### config.mk
export PLATFORM = sky130hd
export DESIGN_NAME = freq_meter
export DESIGN_NICKNAME = d
export VERILOG_FILES = /design/src/rtl/fm_pkg.sv /design/src/rtl/sync_edge_det.sv /design/src/rtl/freq_meter.sv
export SDC_FILE = /design/constraint.sdc
export NUM_CORES = 1
export LEC_CHECK = 0
export ABC_CLOCK_PERIOD_IN_PS = 3440
export BUFFER_PORTS_ARGS = -buffer_cell sky130_fd_sc_hd__buf_2
export CAP_MARGIN = 20
export CORE_UTILIZATION = 55
export CTS_BUF_LIST = sky130_fd_sc_hd__clkbuf_8
export CTS_CLUSTER_DIAMETER = 30
export DETAILED_ROUTE_END_ITERATION = 12
export PLACE_DENSITY = 0.84
export SLEW_MARGIN = 15
export SYNTH_ARGS = -nofsm -noshare
export SYNTH_HDL_FRONTEND = slang
export SYNTH_SLANG_ARGS = --single-unit
### constraint.sdc
create_clock -name clk -period 3.44 [get_ports clk]
set_input_delay 0.172 -clock clk [delete_from_list [all_inputs] [get_ports clk]]
set_output_delay 0.172 -clock clk [all_outputs]
set_load 0.02 [all_outputs]
### src/rtl/fm_pkg.sv
// Shared types and constants for the frequency/period meter.
package fm_pkg;
  typedef enum logic [1:0] {IDLE, ARM, RUN} fm_state_t;
  localparam int CLK_HZ = 50_000_000;
endpackage

### src/rtl/sync_edge_det.sv
// Synchronizes an asynchronous pin into clk and emits a registered
// one-cycle pulse on each rising edge (SYNC_STAGES+1 cycles of latency).
module sync_edge_det #(
  parameter int SYNC_STAGES = 2
) (
  input  logic clk,
  input  logic rst,
  input  logic sig_in,
  output logic rise
);
  logic [SYNC_STAGES-1:0] sync_q;
  logic                   last_q;

  always_ff @(posedge clk) begin
    if (rst) begin
      sync_q <= '0;
      last_q <= 1'b0;
      rise   <= 1'b0;
    end else begin
      sync_q <= {sync_q[SYNC_STAGES-2:0], sig_in};
      last_q <= sync_q[SYNC_STAGES-1];
      rise   <= sync_q[SYNC_STAGES-1] & ~last_q;
    end
  end
endmodule

### src/rtl/freq_meter.sv
// Measures rising edges per gate window (frequency) and clk cycles between
// consecutive rising edges (period) of an asynchronous input pin.
module freq_meter
  import fm_pkg::*;
#(
  parameter int GATE_CYCLES    = CLK_HZ,
  parameter int TIMEOUT_CYCLES = CLK_HZ,
  parameter int CNT_W          = 32,
  parameter int SYNC_STAGES    = 2
) (
  input  logic             clk,
  input  logic             rst,
  input  logic             enable,
  input  logic             sig_in,
  output logic             edge_seen,
  output logic [CNT_W-1:0] freq_out,
  output logic             freq_valid,
  output logic             freq_ovf,
  output logic [CNT_W-1:0] period_out,
  output logic             period_valid,
  output logic             stalled
);
  // Gate counter is sized from the window length, independent of CNT_W.
  localparam int                GATE_W    = (GATE_CYCLES > 2) ? $clog2(GATE_CYCLES) : 1;
  localparam logic [GATE_W-1:0] GATE_LAST = GATE_W'(GATE_CYCLES - 1);
  localparam logic [CNT_W-1:0]  CNT_MAX   = '1;
  localparam logic [CNT_W-1:0]  TIMEOUT   = CNT_W'(TIMEOUT_CYCLES);

  fm_state_t         state, state_nxt;
  logic              rise, gate_end, timeout_hit;
  logic [GATE_W-1:0] gate_cnt;
  logic [CNT_W-1:0]  edge_cnt, period_cnt;
  logic              ovf_pend;

  always_ff @(posedge clk) begin
    a_cfg: assert (SYNC_STAGES >= 2 && GATE_CYCLES >= 2 &&
                   64'(TIMEOUT_CYCLES) < (64'd1 << CNT_W))
      else $error("freq_meter: illegal parameter combination");
  end

  sync_edge_det #(.SYNC_STAGES(SYNC_STAGES)) u_sync (
    .clk    (clk),
    .rst    (rst),
    .sig_in (sig_in),
    .rise   (rise)
  );

  assign edge_seen   = rise && (state != IDLE);
  assign gate_end    = (gate_cnt == GATE_LAST);
  assign timeout_hit = (state == RUN) && !rise && (period_cnt == TIMEOUT);

  always_ff @(posedge clk) begin
    if (rst) state <= IDLE;
    else     state <= state_nxt;
  end

  always_comb begin
    state_nxt = state;
    if (!enable) begin
      state_nxt = IDLE;
    end else begin
      case (state)
        IDLE:    state_nxt = ARM;
        ARM:     if (rise) state_nxt = RUN;
        RUN:     if (timeout_hit) state_nxt = ARM;
        default: state_nxt = IDLE;
      endcase
    end
  end

  always_ff @(posedge clk) begin
    if (rst || state_nxt == IDLE) begin
      gate_cnt     <= '0;
      edge_cnt     <= '0;
      period_cnt   <= '0;
      ovf_pend     <= 1'b0;
      freq_out     <= '0;
      freq_valid   <= 1'b0;
      freq_ovf     <= 1'b0;
      period_out   <= '0;
      period_valid <= 1'b0;
      stalled      <= 1'b0;
    end else begin
      freq_valid   <= 1'b0;
      period_valid <= 1'b0;
      if (state != IDLE) begin
        gate_cnt <= gate_end ? '0 : gate_cnt + 1'b1;
        // An edge landing on the last gate cycle belongs to the closing window.
        if (gate_end) begin
          freq_out   <= (rise && edge_cnt != CNT_MAX) ? edge_cnt + 1'b1 : edge_cnt;
          freq_ovf   <= ovf_pend | (rise && edge_cnt == CNT_MAX);
          freq_valid <= 1'b1;
          edge_cnt   <= '0;
          ovf_pend   <= 1'b0;
        end else if (rise) begin
          if (edge_cnt == CNT_MAX) ovf_pend <= 1'b1;
          else                     edge_cnt <= edge_cnt + 1'b1;
        end

        if (rise) begin
          period_cnt <= CNT_W'(1);
          if (state == RUN) begin
            period_out   <= period_cnt;
            period_valid <= 1'b1;
            stalled      <= 1'b0;
          end
        end else if (timeout_hit) begin
          period_out   <= '0;
          period_valid <= 1'b1;
          stalled      <= 1'b1;
          period_cnt   <= '0;
        end else if (state == RUN) begin
          period_cnt <= period_cnt + 1'b1;
        end
      end
    end
  end
endmodule
Word level (Yosys, flattened, before mapping) --
Cells that the tools add are included.
Word-level totals: output and inout bits 69, bits of input ports 4, bits in registers 165, logic and storage cells 74
Operators by class: eq/ne operators 8, reduce and logical (&&, ||, !) cells 20, bitwise logic cells 4, $add $sub $neg 3, mux-type cells 25
Operators by type and width (number):
- $mux W32 | 10
- $add A32 B1 Y32 const B | 2
- $eq A32 B26 Y1 const B | 1
- $eq A32 B32 Y1 const B | 1
- $ne A32 B32 Y1 const B | 1
- $add A26 B1 Y26 const B | 1
- $eq A26 B26 Y1 const B | 1
- $mux W26 | 1
- $mux W1 | 10
- $reduce_and A3 Y1 | 3
- $reduce_bool A2 Y1 | 4
- $mux W2 | 3
- $pmux W2 S3 | 1
- $logic_and A1 B1 Y1 | 5
- $logic_not A2 Y1 | 2
- $ne A2 B2 Y1 const B | 2
- $reduce_and A2 Y1 | 2
- $reduce_bool A3 Y1 | 1
- $eq A2 B1 Y1 const B | 1
- $eq A2 B2 Y1 const B | 1
- $not A1 Y1 | 2
- $reduce_or A2 Y1 | 1
- $and A1 B1 Y1 | 1
- $logic_not A1 Y1 | 1
- 2 further kinds | 2

Longest topological paths before layout --
depth in word-level cells 9, mapped depth 10, mapped depth without buffers 8

By module --
A second synthesis with hierarchy kept.
Unflattened totals: cells, all modules 893, area, all modules 7674.9 sq um
By module, submodules not included:
- freq_meter | times used 1, area an instance 7563.5 sq um, seq. area each 3223.1 sq um, cells an instance 885
- sync_edge_det | times used 1, area an instance 111.4 sq um, seq. area each 80.1 sq um, cells an instance 8

Worst setup path before layout --
Ideal clock, no wire load.
path type register to register, from register period_cnt[1], to register period_cnt[28], setup time 74 ps, required time 3366 ps, data arrival time 2315 ps, buffers on the path 0, stages on the path, launching flop included 8, period minus slack after synthesis 2389 ps, slack 1051 ps, cells stage by stage dfxtp_1 > ha_1 > nand3_2 > or2_1 > or3_4 > or4_4 > or3_1 > a31oi_1
Between the ends: cells in the longest elaborated chain, start to end 7, elaborated cells between the ends (all ways) 13, classes of those cells add/sub: 1; eq/ne: 1; mux: 6; reduce/logical: 5
RTL lines:
- start: declaration | RTL line freq_meter.sv:32 | logic [CNT_W-1:0] edge_cnt, period_cnt;
- start signal: assignment | RTL line freq_meter.sv:113 | period_cnt <= period_cnt + 1'b1;
- parallel branches: the longest is 7 deep, another holds $add A32 B1 Y32
Several ways; the timed one is not identified. The select of a mux whose other input is x is not followed. A chain may end at the register's enable or synchronous reset.

Final worst setup path --
from register edge_cnt[0], to register edge_cnt[2]
Between the ends: cells in the longest elaborated chain, start to end 4, elaborated cells between the ends (all ways) 7, classes of those cells add/sub: 1; eq/ne: 2; mux: 3; reduce/logical: 1
RTL lines:
- start: declaration | RTL line freq_meter.sv:32
- start signal: assignment | RTL line freq_meter.sv:97 | else edge_cnt <= edge_cnt + 1'b1;
- $add A32 B1 Y32 | RTL line freq_meter.sv:97
- $mux W32 | RTL line freq_meter.sv:96 | if (edge_cnt == CNT_MAX) ovf_pend <= 1'b1;
- $mux W32 | RTL line freq_meter.sv:95 | end else if (rise) begin
- $mux W32 | RTL line freq_meter.sv:89 | if (gate_end) begin
Several ways; a longest one is shown, not always the timed one. The select of a mux whose other input is x is not followed.

==> impl_results.md <==
* Outcome: finished, final reports clean
* Master cell of the clock root buffer: sky130_fd_sc_hd__clkbuf_8
* Worst-Skew Late Latency at 0.48 ns
* Count of flip-flops with a built-in enable after synthesis at 0
* Largest fanout on the critical path at 18
* Final number of max-transition violations at 0
* Most congested layer reported by global routing: met2
* Kind of critical path: reg -> reg
* Total CTS buffers at 17
* Clk buf depth at 2
* Initial Util at 56.5%
* Worst EP arrival at 3.27 ns
* Mean number of vias per cell at 6.06
* Hold Path Cell Cnt at 3
* First drt pass iteration count at 6
* Global routing usage on met3 at 6.03%
* Std-Cell Rows at 42
* Total Routed Length at 18100 µm
* Vias in the first global route at 6413
* Actual slew at the worst max-slew pin at 0.787 ns
* Hold Path End: state[1]
* Worst IR Drop VDD at 0.304 mV
* Hold/Removal Path Class: in -> reg
* Total I/O pin count at 73
* Cell Area, Synth at 7520 µm²
* Critical path required time at 3.85 ns
* Synthesized netlist cell count at 910
* Count of state elements after synthesis at 165
* Hpwl dp at 12300 µm
* Leading cell type in the layout, fill and taps excluded: sky130_fd_sc_hd__dfxtp_1
* Distinct cells, synth at 62
* Pin count of the biggest net entering global routing at 41
* Routability Congestion at 0.904
* Antenna violations before repair at 0
* Number of DRC markers in iteration 0 at 685
* Setup crit end kind: register
* ANT cells at 0
* Post-layout minimum cycle time at 2.86 ns
* Sinks on Clock Net at 165
* Total number of vias at 7002
* Clock slew at the register clock pins of the worst setup and hold paths at 0.09 ns
* FF-to-FF End: edge_cnt[2]
* Fraction of layout cells with a size suffix above 1 at 14.0%
* Final Setup Violations at 0
* Worst Clk Skew at 0.0131 ns
* Remaining antenna violation count at 0
* Commonest non-fill, non-tap cells in the layout: 165 x sky130_fd_sc_hd__dfxtp_1, 110 x sky130_fd_sc_hd__nand2_1, 79 x sky130_fd_sc_hd__nor2_1, 72 x sky130_fd_sc_hd__buf_2, 60 x sky130_fd_sc_hd__nand3_1
* Total routing usage reported by global routing at 26.8%
* Maximum capacitance violations at 0
* Slew HR at 47.5%
* DRC Markers at 0
* Startpoint types: register
* Die area at 14100 µm²
* Setup Total Neg Slack at 0 ns
* Signed area change from the synthesized netlist to the final layout at 12.3%
* Sequential share of the synthesized area at 43.9%
* Met1 routing resource usage after global routing at 36.3%
* Number of nets in the layout at 977
* Static Leakage at 2.88 nW
* Maximum clock rate at 350 MHz
* Core area at 13300 µm²
* Chip width at 119 µm
* First-pass GRT wire length at 30900 µm
* Net count of the mapped netlist at 918
* Async set or reset register ratio after synthesis at 0%
* Start of the worst register-to-register path: edge_cnt[0]
* Setup repair after global routing missed its margin: false
* Grt met2 use at 41.4%
* Beginning of the worst hold path: enable
* Overall die height at 119 µm
* Number of buffers inserted to repair setup after CTS at 0
* Avg Synthesized Cell Area at 8.26 µm²
* Count of buffers inserted at the top-level ports at 72
* Total power per unit cell area at 399 nW/µm²
* Final hold violation count at 0
* Average wire length per cell after detail routing at 15.7 µm
* Share of the cycle needed by the critical path after routing at 83.2%
* H-Tree Depth at 4
* Post-route total power at 3.37 mW
* TritonCTS clock tree: built
* Setup slack on the worst flop-to-flop path at 0.58 ns
* GRT Residual Overflow at 0
* Syn. warnings at 0
* FF-to-FF path depth at 8
* Main synth FF type: sky130_fd_sc_hd__dfxtp_1
[per-stage QoR]
step           area [µm²]  utilization, %  hold slack [ns]  cells  worst slack [ns]
4_1_cts              8440            63.5           0.0657   1156             0.639
3_5_place_dp         8040            60.5            0.376   1124             0.668
5_1_grt              8440            63.5            0.124   1156             0.407
2_1_floorplan        7520               -            0.244    910              1.05
3_3_place_gp         8040            60.5            0.372   1124             0.768
6_report             8440            63.5           0.0997   1156             0.580
[power breakdown]
part	internal, mW	switching (mW)	total [mW]	leakage [nW]
sequential	1.91	0.00324	1.91	1.33
combinational	0.0171	0.0476	0.0647	1.35
clock	0.686	0.701	1.39	0.195
total	2.61	0.752	3.37	2.88
[worst max-delay path, stage by stage, from the launching register on]
cell and delay (ns):
sky130_fd_sc_hd__dfxtp_1 0.46, sky130_fd_sc_hd__ha_1 0.28, sky130_fd_sc_hd__and3_1 0.25, sky130_fd_sc_hd__nand3_1 0.18, sky130_fd_sc_hd__or4_1 0.67, sky130_fd_sc_hd__a21oi_4 0.48
sky130_fd_sc_hd__buf_4 0.28, sky130_fd_sc_hd__o21ai_0 0.11, sky130_fd_sc_hd__o21ai_0 0.09
[flip-flops by register name, indices dropped and copies added, names as in the netlist, 2 cells and up]
| register | count |
|---|---|
| edge_cnt | 32 |
| freq_out | 32 |
| period_cnt | 32 |
| period_out | 32 |
| gate_cnt | 26 |
| state | 2 |
| u_sync.sync_q | 2 |
[what timing repair did]
| item | in CTS | in global routing |
|---|---|---|
| gates resized for setup | 0 | 0 |
| endpoints found under the hold margin | 3 | 0 |
| hold buffers | 2 | 0 |
[worst max-delay path by stage]
stage          cells after the start              to     startpoint
6_report                           8     edge_cnt[2]    edge_cnt[0]
5_1_grt                            8     edge_cnt[2]    edge_cnt[0]
4_1_cts                            8     edge_cnt[2]    edge_cnt[0]
3_5_place_dp                       8     edge_cnt[2]    edge_cnt[0]
3_3_place_gp                       8     edge_cnt[2]    edge_cnt[0]
2_1_floorplan                      7  period_cnt[28]  period_cnt[1]
[Yosys cell counts, types with 4 or more instances]
library cell / number / share of area, %
sky130_fd_sc_hd__nor2b_1: 8 / 0.67
sky130_fd_sc_hd__nand2b_1: 5 / 0.42
sky130_fd_sc_hd__nand2_1: 110 / 5.5
sky130_fd_sc_hd__clkbuf_1: 38 / 1.9
sky130_fd_sc_hd__nor3_1: 31 / 2.1
sky130_fd_sc_hd__xor2_1: 27 / 3.1
sky130_fd_sc_hd__dfxtp_1: 165 / 44
sky130_fd_sc_hd__nand3_1: 60 / 4.0
sky130_fd_sc_hd__a22o_1: 33 / 3.8
sky130_fd_sc_hd__o21ai_0: 36 / 2.4
sky130_fd_sc_hd__o21ai_1: 37 / 2.5
sky130_fd_sc_hd__o31ai_1: 9 / 0.90
sky130_fd_sc_hd__a21oi_1: 35 / 2.3
sky130_fd_sc_hd__inv_1: 14 / 0.70
sky130_fd_sc_hd__nand4_1: 26 / 2.2
sky130_fd_sc_hd__nor2_1: 80 / 4.0
sky130_fd_sc_hd__o311ai_1: 6 / 0.70
sky130_fd_sc_hd__nor4b_1: 4 / 0.47
sky130_fd_sc_hd__xnor2_1: 27 / 3.1
sky130_fd_sc_hd__and2_1: 5 / 0.42
sky130_fd_sc_hd__o211ai_1: 8 / 0.80
sky130_fd_sc_hd__and4_1: 10 / 1.2
sky130_fd_sc_hd__and3_1: 12 / 1.0
sky130_fd_sc_hd__or3_1: 21 / 1.7
sky130_fd_sc_hd__buf_2: 9 / 0.60
sky130_fd_sc_hd__a31oi_1: 20 / 1.7
sky130_fd_sc_hd__ha_1: 4 / 0.67
sky130_fd_sc_hd__or4_1: 8 / 0.80
sky130_fd_sc_hd__nor4_1: 13 / 1.1
sky130_fd_sc_hd__a211oi_1: 4 / 0.40
[layer usage]
layer,wire [µm],vias up
met2,8070,296
met5,0,-
met3,1340,37
li1,-,3391
met1,8330,3278
met4,365,0
[logic make-up after synthesis]
family,Yosys count,share of synthesized area (%)
flip-flops,165,43.9
buffers and inverters,70,3.94
XOR/XNOR,54,6.29
multiplexers,2,0.266
AND/OR/NAND/NOR,414,27.9
AO/OA/AOI/OAI,201,17.0
adder cells (fa/ha/maj),4,0.666
[cell type report]
type                            count  area [µm²]
Timing Repair Buffer               96         546
Fill cell                        1143        4850
Inverter                           14        52.6
Tap cell                          176         220
Sequential cell                   165        3300
Clock inverter                     10         109
Clock buffer                       20         275
Multi-Input combinational cell    675        3940
No activity file was read; power rests on OpenSTA's default activity.
